--- config.mk ---
export PLATFORM = sky130hd
export DESIGN_NAME = snitch_icache_refill_ctrl
export DESIGN_NICKNAME = d
export VERILOG_FILES = /design/src/rtl/snitch_icache_pkg.sv /design/src/rtl/snitch_icache_refill_ctrl.sv
export SDC_FILE = /design/constraint.sdc
export NUM_CORES = 1
export LEC_CHECK = 0
export CORE_AREA = 2 2 193 195
export CTS_BUF_LIST = sky130_fd_sc_hd__clkbuf_16
export DETAILED_ROUTE_END_ITERATION = 10
export DIE_AREA = 0 0 195 197
export MAX_ROUTING_LAYER = met4
export PLACE_DENSITY = 0.6
export SLEW_MARGIN = 0
export SYNTH_ARGS = -nofsm -noshare
export SYNTH_HDL_FRONTEND = slang
export SYNTH_SLANG_ARGS = --single-unit
--- constraint.sdc ---
create_clock -name clk_i -period 1.85 [get_ports clk_i]
set_input_delay 0.185 -clock clk_i [delete_from_list [all_inputs] [get_ports clk_i]]
set_output_delay 0.185 -clock clk_i [all_outputs]
set_load 0.005 [all_outputs]
--- src/rtl/snitch_icache_pkg.sv ---
// Shared instruction-cache configuration type and a helper that derives the
// dependent alignment fields from the primary geometry.
package snitch_icache_pkg;

  typedef struct packed {
    int unsigned FETCH_AW;
    int unsigned LINE_ALIGN;
    int unsigned COUNT_ALIGN;
    int unsigned SET_ALIGN;
    int unsigned SET_COUNT;
    int unsigned TAG_WIDTH;
    int unsigned LINE_WIDTH;
    int unsigned ID_WIDTH_REQ;
  } config_t;

  // Derives LINE_ALIGN, SET_ALIGN and TAG_WIDTH so callers cannot pick
  // inconsistent values.
  function automatic config_t make_cfg(input int unsigned fetch_aw,
                                       input int unsigned line_width,
                                       input int unsigned set_count,
                                       input int unsigned count_align,
                                       input int unsigned id_width);
    config_t c;
    c.FETCH_AW     = fetch_aw;
    c.LINE_WIDTH   = line_width;
    c.LINE_ALIGN   = $clog2(line_width / 8);
    c.COUNT_ALIGN  = count_align;
    c.SET_COUNT    = set_count;
    c.SET_ALIGN    = (set_count > 1) ? $clog2(set_count) : 1;
    c.TAG_WIDTH    = fetch_aw - c.LINE_ALIGN - count_align;
    c.ID_WIDTH_REQ = id_width;
    return c;
  endfunction

  localparam config_t DefaultCfg = make_cfg(32, 128, 4, 3, 4);

endpackage

--- src/rtl/snitch_icache_refill_ctrl.sv ---
// Miss handler for the serial L1 instruction cache: refills one line at a
// time, writes it into the lookup stage and answers all coalesced requesters.
module snitch_icache_refill_ctrl
  import snitch_icache_pkg::*;
#(
  parameter config_t CFG = DefaultCfg
) (
  input  logic                        clk_i,
  input  logic                        rst_ni,

  input  logic                        flush_valid_i,
  output logic                        flush_ready_o,

  input  logic [CFG.FETCH_AW-1:0]     miss_addr_i,
  input  logic [CFG.ID_WIDTH_REQ-1:0] miss_id_i,
  input  logic                        miss_valid_i,
  output logic                        miss_ready_o,

  output logic [CFG.FETCH_AW-1:0]     refill_req_addr_o,
  output logic                        refill_req_valid_o,
  input  logic                        refill_req_ready_i,

  input  logic [CFG.LINE_WIDTH-1:0]   refill_rsp_data_i,
  input  logic                        refill_rsp_error_i,
  input  logic                        refill_rsp_valid_i,
  output logic                        refill_rsp_ready_o,

  output logic [CFG.COUNT_ALIGN-1:0]  write_addr_o,
  output logic [CFG.SET_ALIGN-1:0]    write_set_o,
  output logic [CFG.LINE_WIDTH-1:0]   write_data_o,
  output logic [CFG.TAG_WIDTH-1:0]    write_tag_o,
  output logic                        write_error_o,
  output logic                        write_valid_o,
  input  logic                        write_ready_i,

  output logic [CFG.LINE_WIDTH-1:0]   rsp_data_o,
  output logic                        rsp_error_o,
  output logic [CFG.ID_WIDTH_REQ-1:0] rsp_id_o,
  output logic                        rsp_valid_o,
  input  logic                        rsp_ready_i
);

  localparam int unsigned FetchAw    = CFG.FETCH_AW;
  localparam int unsigned LineAlign  = CFG.LINE_ALIGN;
  localparam int unsigned CountAlign = CFG.COUNT_ALIGN;
  localparam int unsigned SetAlign   = CFG.SET_ALIGN;
  localparam int unsigned SetCount   = CFG.SET_COUNT;

  localparam logic [FetchAw-1:0] LineMask =
    {{(FetchAw - LineAlign){1'b1}}, {LineAlign{1'b0}}};

  typedef enum logic [2:0] {
    Idle,
    ReqRefill,
    WaitRsp,
    WriteLine,
    Respond
  } state_e;

  state_e                        state_q, state_d;
  logic [FetchAw-1:0]            line_q, line_d;
  logic [CFG.ID_WIDTH_REQ-1:0]   id_q, id_d;
  logic [SetAlign-1:0]           set_q, set_d;
  logic [SetAlign-1:0]           victim_q, victim_d;
  logic [CFG.LINE_WIDTH-1:0]     data_q, data_d;
  logic                          error_q, error_d;

  logic                          same_line;
  logic                          miss_ready;
  logic                          flush_ready;
  logic [SetAlign-1:0]           victim_inc;

  assign same_line = ((miss_addr_i ^ line_q) & LineMask) == '0;

  always_comb begin
    if (SetCount <= 1) begin
      victim_inc = '0;
    end else if (victim_q == SetAlign'(SetCount - 1)) begin
      victim_inc = '0;
    end else begin
      victim_inc = victim_q + SetAlign'(1);
    end
  end

  always_comb begin
    // NOTE: every signal gets a default before the case so no path leaves
    // one unassigned, which would otherwise infer a latch.
    state_d            = state_q;
    line_d             = line_q;
    id_d               = id_q;
    set_d              = set_q;
    victim_d           = victim_q;
    data_d             = data_q;
    error_d            = error_q;
    miss_ready         = 1'b0;
    flush_ready        = 1'b0;
    refill_req_valid_o = 1'b0;
    refill_rsp_ready_o = 1'b0;
    write_valid_o      = 1'b0;
    rsp_valid_o        = 1'b0;

    unique case (state_q)
      Idle: begin
        flush_ready = 1'b1;
        miss_ready  = ~flush_valid_i;
        if (flush_valid_i) begin
          victim_d = '0;
        end else if (miss_valid_i) begin
          line_d   = miss_addr_i & LineMask;
          id_d     = miss_id_i;
          set_d    = victim_q;
          victim_d = victim_inc;
          state_d  = ReqRefill;
        end
      end
      ReqRefill: begin
        refill_req_valid_o = 1'b1;
        miss_ready         = same_line;
        if (miss_valid_i && same_line) id_d = id_q | miss_id_i;
        if (refill_req_ready_i) state_d = WaitRsp;
      end
      WaitRsp: begin
        refill_rsp_ready_o = 1'b1;
        miss_ready         = same_line;
        if (miss_valid_i && same_line) id_d = id_q | miss_id_i;
        if (refill_rsp_valid_i) begin
          data_d  = refill_rsp_data_i;
          error_d = refill_rsp_error_i;
          state_d = WriteLine;
        end
      end
      WriteLine: begin
        write_valid_o = 1'b1;
        if (write_ready_i) state_d = Respond;
      end
      Respond: begin
        rsp_valid_o = 1'b1;
        if (rsp_ready_i) state_d = Idle;
      end
      default: state_d = Idle;
    endcase
  end

  // Readies are held low while reset is asserted, even though the state reads Idle.
  assign miss_ready_o  = miss_ready & rst_ni;
  assign flush_ready_o = flush_ready & rst_ni;

  assign refill_req_addr_o = line_q;
  assign write_addr_o      = line_q[LineAlign +: CountAlign];
  assign write_tag_o       = line_q[FetchAw-1 : LineAlign + CountAlign];
  assign write_set_o       = set_q;
  assign write_data_o      = data_q;
  assign write_error_o     = error_q;
  assign rsp_data_o        = data_q;
  assign rsp_error_o       = error_q;
  assign rsp_id_o          = id_q;

  // NOTE: sequential state uses non-blocking assignments so all flops
  // update together from the pre-edge values.
  always_ff @(posedge clk_i or negedge rst_ni) begin
    if (!rst_ni) begin
      state_q  <= Idle;
      line_q   <= '0;
      id_q     <= '0;
      set_q    <= '0;
      victim_q <= '0;
      // NOTE: the line buffer is a single register, not a memory array, so it
      // is cheap to reset and keeps the payload outputs at zero out of reset.
      data_q   <= '0;
      error_q  <= 1'b0;
    end else begin
      state_q  <= state_d;
      line_q   <= line_d;
      id_q     <= id_d;
      set_q    <= set_d;
      victim_q <= victim_d;
      data_q   <= data_d;
      error_q  <= error_d;
    end
  end

endmodule
; ---- After elaboration in Yosys (flattened, before gate mapping)
; Cells that the tools add are included.
[classes]
addsub = 1
n_mul = 0
div_mod_pow = 0
n_lt_le_gt_ge = 0
n_eq_ne = 12
shift = 0
muxes = 20
n_bitwise = 5
reduce_logical = 11
[op_table]
columns = op, count
row1 = 32-bit zero test, 1
row2 = 32-bit XOR, 1
row3 = 3-bit 2-to-1 mux, 6
row4 = 3-bit one-hot mux with 5 select lines, 1
row5 = 4-bit 2-to-1 mux, 3
row6 = "2-bit != test, second input constant", 6
row7 = 4-bit one-hot mux with 2 select lines, 1
row8 = "3-bit by 2-bit == test with 1-bit output, second input constant", 2
row9 = 2-bit 2-to-1 mux, 3
row10 = 6-bit AND reduction, 1
row11 = 1-bit 2-to-1 mux, 5
row12 = 4-bit OR, 1
row13 = 2-bit AND reduction, 2
row14 = 4-bit AND reduction, 1
row15 = 2-bit nonzero test, 2
row16 = "3-bit by 1-bit == test with 1-bit output, second input constant", 1
row17 = "3-bit == test, second input constant", 1
row18 = 3-bit zero test, 1
row19 = 3-bit AND reduction, 1
row20 = "2-bit by 1-bit adder with 2-bit output, second input constant", 1
row21 = 1-bit bitwise AND, 2
row22 = "2-bit == test, second input constant", 1
row23 = "2-bit by 1-bit != test with 1-bit output, second input constant", 1
row24 = 1-bit one-hot mux with 2 select lines, 1
row25 = 3 further kinds, 3
[totals]
reg_bits = 168
latch_bits = 0
ram_bits = 0
rom_bits = 0
in_bits = 173
output_inout_bits = 330
elab_cells = 56
mem_count = 0

; ---- Longest topological paths before layout
; Gate-level depths: netlist of the first run.
[logic_depth]
depth_word = 5
ltp_mapped = 7

; ---- Worst setup path before layout of the first run
; OpenSTA, ideal clock, no wires.
[synth_timing]
kind = register -> register
startpoint = register state_q[0]
endpoint = register data_q[0], in the netlist rsp_data_o[0]
setup_ps = 125
arrival_time_ps = 1507
required_ps = 1725
path_slack_ps = 217
stages_incl_launch_ff = 7
path_buffers = 3
synth_period_minus_slack_ps = 1633
cell_sequence = dfrtp_1 > buf_6 > nor3b_4 > and2_4 > buf_12 > buf_12 > mux2_4
[synth_between]
elab_chain_cells = 2
[synth_lines]
columns = item, line
row1 = "start, declared", snitch_icache_refill_ctrl.sv:60  ; state_e state_q, state_d;
row2 = "start signal, assigned", snitch_icache_refill_ctrl.sv:162  ; state_q <= Idle;
row3 = "start signal, assigned", snitch_icache_refill_ctrl.sv:172  ; state_q <= state_d;
row4 = 3-bit by 2-bit == test with 1-bit output, snitch_icache_refill_ctrl.sv:102  ; unique case (state_q)
row5 = 2-bit AND reduction (no line), -
row6 = "end signal, assigned", snitch_icache_refill_ctrl.sv:177  ; data_q <= data_d;
row7 = "end, declared", snitch_icache_refill_ctrl.sv:65  ; logic [CFG.LINE_WIDTH-1:0] data_q, data_d;
; Every way passes these cells.
; A chain may end at the register's enable or synchronous reset.

; ---- Worst setup path after layout of the first run
[layout_timing]
startpoint = register line_q[18], in the netlist refill_req_addr_o[18]
endpoint = output miss_ready_o
[layout_between]
elab_chain_cells = 4
[layout_lines]
columns = item, line
row1 = "start, declared", snitch_icache_refill_ctrl.sv:61  ; logic [FetchAw-1:0] line_q, line_d;
row2 = "start signal, assigned", snitch_icache_refill_ctrl.sv:173  ; line_q <= line_d;
row3 = 32-bit XOR, snitch_icache_refill_ctrl.sv:73  ; assign same_line = ((miss_addr_i ^ line_q) & LineMask) == '0;
row4 = 32-bit zero test, snitch_icache_refill_ctrl.sv:73
row5 = 1-bit one-hot mux with 2 select lines, snitch_icache_refill_ctrl.sv:102
row6 = 1-bit bitwise AND, snitch_icache_refill_ctrl.sv:145  ; assign miss_ready_o = miss_ready & rst_ni;
row7 = "end, declared", snitch_icache_refill_ctrl.sv:17  ; output logic miss_ready_o,
; Every way passes these cells.

==> impl_results.md, run 1 <==
- Max-slew violations: 0
- Final core occ: 0.4035
- Final std cells w/o fill: 1507
- Final hold violation count: 0
- Run status: finished with violations
- Yosys cell types: 37
- WP data arrival: 1.94 ns
- Synth Flop Type: dfrtp_1
- Largest family of logic cells by synthesized area: multiplexers
- GRT Resource Usage Total: 0.1296
- Htree depth: 4
- Post-Synth Adder-Cell Area: 0.001464
- Hold Crit Class: in2async
- Die Span Y: 197 um
- Post-synth EDFFs: 0
- VDD IR max: 718.1 uV
- CP max FO: 2
- Synth Warn #: 0
- Sequential area share after synthesis: 0.4920
- Drt wl/cell: 17.23 um
- Reg2reg setup slack: -0.16 ns
- Worst Setup Start Kind: register
- Number of routed nets with antenna violations: 0
- RSZ-0062 raised after global routing: yes
- LEAKAGE: roughly 6.2 nW
- Clock Pin Slew Worst Setup and Hold Paths: 0.07 ns
- Synth Area in XOR/XNOR: 0.02870
- Crit path time final: 2.126 ns
- ANT cells: 0
- CTS tree: done
- Worst r2r src: state_q[2]
- I/O pin count: 503
- Clock Tree Buf Depth: 2
- Dpl cells: ~1400
- Via count: 5919
- TritonRoute pass-1 iters: 4
- Pre-CTS setup slack: -0.7017 ns
- Initial antenna violation count: 1
- Setup-failing EPs final: 40
- Cells after Synth: 593
- PortBufs: ~490
- Final TNS setup: -3.926 ns
- Vias/cell: 3.928
- CP max stage delay: around 0.4 ns
- Die Wd: 195 um
- CTS Buf Count: 17
- Final period utilization: 1.149
- Synthesized area: 0.008544 mm^2
- Initial DRC Count: roughly 140
- Core Area: 0.03626 mm^2
- Syn Area/Cell: 14.41 um^2
- Most common cell after layout, fill and taps aside: clkdlybuf4s50_1
- Largest net degree at the start of global routing: 88
- Critical path class: reg2out
- Final-stage net count: 1200
- Max Fclk: 0.4704 GHz
- Filler cells: 3431
- Rows: 70
- Area of the multi-input gates: 0.003008 mm^2
- Final WS setup: -0.2756 ns
- Half-perimeter wire length after detailed placement: approximately 19 mm
- Failing checks: setup timing
- Die area: ~0.038 mm^2
- Initial core utilization: 0.2356
- Register bit total from synthesis: about 170
- Mux cell area share after synthesis: 0.2626
- Most frequent cells in the layout: 487 x clkdlybuf4s50_1, 167 x dfrtp_1, 150 x mux2_4
- Post-synthesis simple-gate area fraction: 0.02592
- # DRC: 0
- CP max-delay cell: dfrtp_1
- Area growth syn-to-layout: 71.21%
- GP Congestion: 0.7602
- Worst-case reg-to-reg path depth: 9
- Fin Hold WS: 0.1091 ns
- PwrDens: 1775 mW/mm^2
- WP data required: between 1.5 and 2 ns
- Register Area: around 0.0042 mm^2
- Final wirelength: between 20 and 30 mm
- GR Overflow Total: 0
- Sink Count: 168
- Worst-Skew Late Latency: 0.44 ns
- Layout cell share with drive strength beyond 1: 0.2887
- Worst-Margin Slew: 0.5328 ns
- First-pass GRT wire length: ~37 mm
- Slew headroom: 0.6448
- CP Capture Type: output pin
- Asr flop ratio synth: 1.000
- FF-to-FF End: refill_req_addr_o[12]
- Vias in the first global route: 6060
- Clock skew: roughly 0.0094 ns
- Maximum capacitance violations: 0
- Crit path cell chain: xnor2_1 > nand4_1 > nor4_2 > buf_4 > nand2_2 > a21boi_2 > buf_2
- Compound-gate portion of the synthesized area: 0.009225
- Clock Tree Root: clkbuf_16
-- sequential cells by signal, summed over array words and instances (netlist names) --
signal and count:
rsp_data_o 128, refill_req_addr_o 28, rsp_id_o 4, state_q 3
victim_q 2, write_set_o 2, rsp_error_o 1
-- layer usage --
metal,track usage,wire length [um],vias to the layer above
met2,0.2171,13360,252
met4,0.04156,286,0
li1,-,-,2719
met5,-,0,-
met1,0.1528,10970,2934
met3,0.03268,1354,14
-- cell usage after synthesis (2+ instances only) --
library cell,instances,area [um^2]
a21oi_1,5,25.02
nand2_1,4,15.01
mux2i_1,4,40.04
nor2_1,4,15.01
buf_6,5,56.30
dfrtp_1,168,4204
buf_4,162,1216
mux2_1,16,180.2
nor4_1,2,12.51
buf_12,11,220.2
mux2_4,110,1652
xnor2_1,28,245.2
nand4_1,8,50.05
mux2_2,33,371.6
nor3b_1,2,15.01
inv_1,6,22.52
o21ai_1,5,25.02
-- cells by family (layout without fill, tap and decap cells) --
group	after synthesis	after routing
multiplexers	163	163
buffers and inverters	186	629
adder cells (fa/ha/maj)	1	1
AND/OR/NAND/NOR	32	32
flip-flops	168	168
AO/OA/AOI/OAI	14	14
XOR/XNOR	28	28
other	1	4
-- area by class of cell --
class	count	area share
timing repair buffer	591	0.4178
inverter	6	0.001540
sequential	168	0.2875
tap	468	0.04003
clock inverter	15	0.01847
multi-input combinational	242	0.2056
clock buffer	17	0.02908
-- worst max-delay path: cells and delay by family, from the launching register on --
family	cells	cell delay, ns
AND/OR/NAND/NOR	3	0.50
flip-flops	1	0.40
XOR/XNOR	1	0.17
AO/OA/AOI/OAI	1	0.11
buffers and inverters	2	0.31
-- through the flow --
step	instance area, um^2	power (mW)
after floorplan	8556	13.84
after global placement	13180	20.60
after detailed placement	13180	20.71
after CTS	13920	25.25
after global routing	14630	27.41
final	14630	25.96
-- worst max path at each step --
stage / start / to / slack [ns]
finish: refill_req_addr_o[18] / miss_ready_o / -0.28
global route: refill_req_addr_o[30] / miss_ready_o / -0.44
CTS: refill_req_addr_o[29] / miss_ready_o / -0.37
detailed placement: miss_addr_i[10] / miss_ready_o / -0.70
global placement: miss_addr_i[10] / miss_ready_o / -0.77
floorplan: state_q[0] / rsp_data_o[0] / 0.22
-- where the power goes --
group	leakage, nW	internal, mW	switching, mW	total [mW]
registers	2.00	5.57	1.74	7.30
clock network	0.341	2.68	1.60	4.28
logic	3.87	10.5	3.88	14.4
total	6.21	18.7	7.22	26.0
-- repair_timing --
item | CTS | global route
cloned | 0 | 12
hold endpoints to repair | 88 | 0
setup endpoints to repair | 8 | 143
resized for setup | 20 | 74
pin swaps | 5 | 10
hold buffers | 1 | 0
buffers inserted | 2 | 18
Note: power is estimated with default switching activity, not from simulation.
==> run 2, diff against run 1 <==
--- a/config.mk
+++ b/config.mk
@@ -5,12 +5,12 @@
 export SDC_FILE = /design/constraint.sdc
 export NUM_CORES = 1
 export LEC_CHECK = 0
-export CORE_AREA = 2 2 193 195
+export CORE_AREA = 2 2 196 198
 export CTS_BUF_LIST = sky130_fd_sc_hd__clkbuf_16
 export DETAILED_ROUTE_END_ITERATION = 10
-export DIE_AREA = 0 0 195 197
+export DIE_AREA = 0 0 198 200
 export MAX_ROUTING_LAYER = met4
-export PLACE_DENSITY = 0.6
+export PLACE_DENSITY = 0.59
 export SLEW_MARGIN = 0
 export SYNTH_ARGS = -nofsm -noshare
 export SYNTH_HDL_FRONTEND = slang
==> run 2 against run 1 <==
The flow still finishes with violations (setup timing); combinational power barely moved; clock power fell by 15%; routed wire length fell by 0.45%; design area fell by 1.3%.
==> impl_results.md, run 2 (same netlist as run 1, synthesis figures left out) <==
- Hold Crit Class: in2async
- Layout cell share with drive strength beyond 1: 0.2718
- Worst-Margin Slew: around 0.90 ns
- Max Fclk: 0.4571 GHz
- Largest register FFs: 128
- Setup-failing EPs final: 1
- Gate power share: 0.562
- Clock Pin Slew Worst Setup and Hold Paths: 0.07 ns
- Rows: 71
- Die Span Y: 200 um
- Vias/cell: 3.789
- Worst-Skew Late Latency: about 0.44 ns
- Via count: 5843
- WP data arrival: ~2.0 ns
- Clock Tree Buf Depth: 2
- Worst Setup Start Kind: register
- Sw Share: 0.2854
- CTS tree: done
- Failing checks: setup timing
- VDD IR max: 658.9 uV
- Final WS setup: -0.3377 ns
- Core Area: 0.03740 mm^2
- TritonRoute pass-1 iters: 4
- Crit path cell chain: xnor2_2 > nand4_1 > nor4_4 > buf_4 > nand2_2 > a21boi_1 > buf_2
- Initial core utilization: 0.2285
- Initial DRC Count: 132
- GR Overflow Total: 0
- LEAKAGE: 6.076 nW
- Pre-CTS setup slack: -0.8828 ns
- Final period utilization: 1.183
- Slew headroom: 0.4003
- Psw: 7.164 mW
- Initial antenna violation count: 1
- WP data required: ~1.7 ns
- Sink Count: roughly 170
- CP Capture Type: output pin
- Register Area: roughly 0.0042 mm^2
- Die area: 0.03960 mm^2
- Sequential share of power: 0.293
- PortBufs: 494
- I/O pin count: 503
- Clk pwr share: 0.145
- Drt wl/cell: about 17 um
- Final hold violation count: 0
- Die Wd: slightly below 200 um
- Final-stage net count: 1192
- Number of routed nets with antenna violations: 0
- # DRC: 0
- Internal Power: 17.94 mW
- Crit path time final: 2.188 ns
- Most frequent cells in the layout: 487 x clkdlybuf4s50_1, 165 x dfrtp_1, 132 x mux2_4
- CP max stage delay: 0.42 ns
- Clock skew: 0.008165 ns
- Run status: finished with violations
- Max-slew violations: 0
- Buf/Inv on CP: 2
- Area growth syn-to-layout: 69.03%
- Vias in the first global route: slightly below 6000
- Filler cells: ~3600
- Critical path class: reg2out
- Most common cell after layout, fill and taps aside: clkdlybuf4s50_1
- Delay-heaviest family, CP: simple AND/OR/NAND/NOR gates
- Maximum capacitance violations: 0
- GP Congestion: 0.7395
- First-pass GRT wire length: 35.46 mm
- Clock Tree Root: clkbuf_16
- PwrDens: 1738 mW/mm^2
- RSZ-0062 raised after global routing: yes
- CP max FO: 2
- Final TNS setup: -0.3377 ns
- Htree depth: 4
- Half-perimeter wire length after detailed placement: 19.29 mm
- GRT Resource Usage Total: 0.1229
- Largest net degree at the start of global routing: slightly below 100
- Area of the multi-input gates: 0.002965 mm^2
- CTS Buf Count: 17
- CP max-delay cell: dfrtp_1
- Final wirelength: between 20 and 30 mm
-- run 2: changes by cell type in the layout (fill, tap and decap cells not counted), sizes merged --
cell,before,now
clkinvlp,1,2
bufinv,7,3
diode,0,1
dlygate4sd2,3,4
clkbuf,27,26
clkinv,2,4
buf,90,82
-- run 2: power groups by stage --
stage               sequential, mW  clock [mW]  combinational [mW]
detailed placement            7.40           0                13.4
global placement              7.37           0                13.3
floorplan                     7.16           0                6.68
finish                        7.35        3.64                14.1
global route                  7.63        3.99                15.0
CTS                           7.38        3.82                13.5
-- run 2: cell type report --
class / instances / area share
diodes: 1 / 0.0001733
clock inverters: 14 / 0.01100
inverters: 6 / 0.001559
clock buffers: 17 / 0.02946
repair buffers: 583 / 0.4169
flip-flops and latches: 168 / 0.2913
well taps: 511 / 0.04427
multi-input cells: 242 / 0.2053
-- run 2: worst paths after layout --
check / cells after the start / from / to / slack (ns)
max: 7 / refill_req_addr_o[26] / miss_ready_o / -0.34
min: 2 / rst_ni / write_set_o[0] / 0.13
min reg2reg: 2 / rsp_id_o[0] / rsp_id_o[0] / 0.51
max reg2reg: 7 / state_q[2] / rsp_data_o[88] / 0
min in group clk_i: 3 / miss_id_i[2] / rsp_id_o[2] / 0.32
max in group asynchronous: 3 / rst_ni / rsp_data_o[57] / 0.63
-- run 2: repair_timing --
| item | 4_1_cts | 5_1_grt |
|---|---|---|
| hold buffers | 1 | 0 |
| setup buffers | 2 | 15 |
| gates resized for setup | 25 | 47 |
| hold endpoints to repair | 102 | 0 |
| gates cloned | 0 | 10 |
| pin swaps | 12 | 7 |
| endpoints found under the setup margin | 10 | 128 |
-- run 2: through the flow --
stage               hold slack [ns]  instances  power, mW  utilization  instance area [um^2]
floorplan                   -0.1106        596      13.84            -                  8556
global placement          -0.004490       1484      20.69       0.3540                 13240
detailed placement        -0.002578       1484      20.80       0.3540                 13240
CTS                         0.07783       1518      24.74       0.3715                 13890
global route                 0.1080       1542      26.65       0.3862                 14440
finish                       0.1269       1542      25.10       0.3862                 14440
-- run 2: routing by layer --
metal,GRT usage,share of wire,vias to the layer above
met1,0.1425,0.42,2890
met5,-,0,-
met4,0.03091,0.0092,0
met2,0.2053,0.50,251
met3,0.04083,0.068,12
li1,-,-,2690
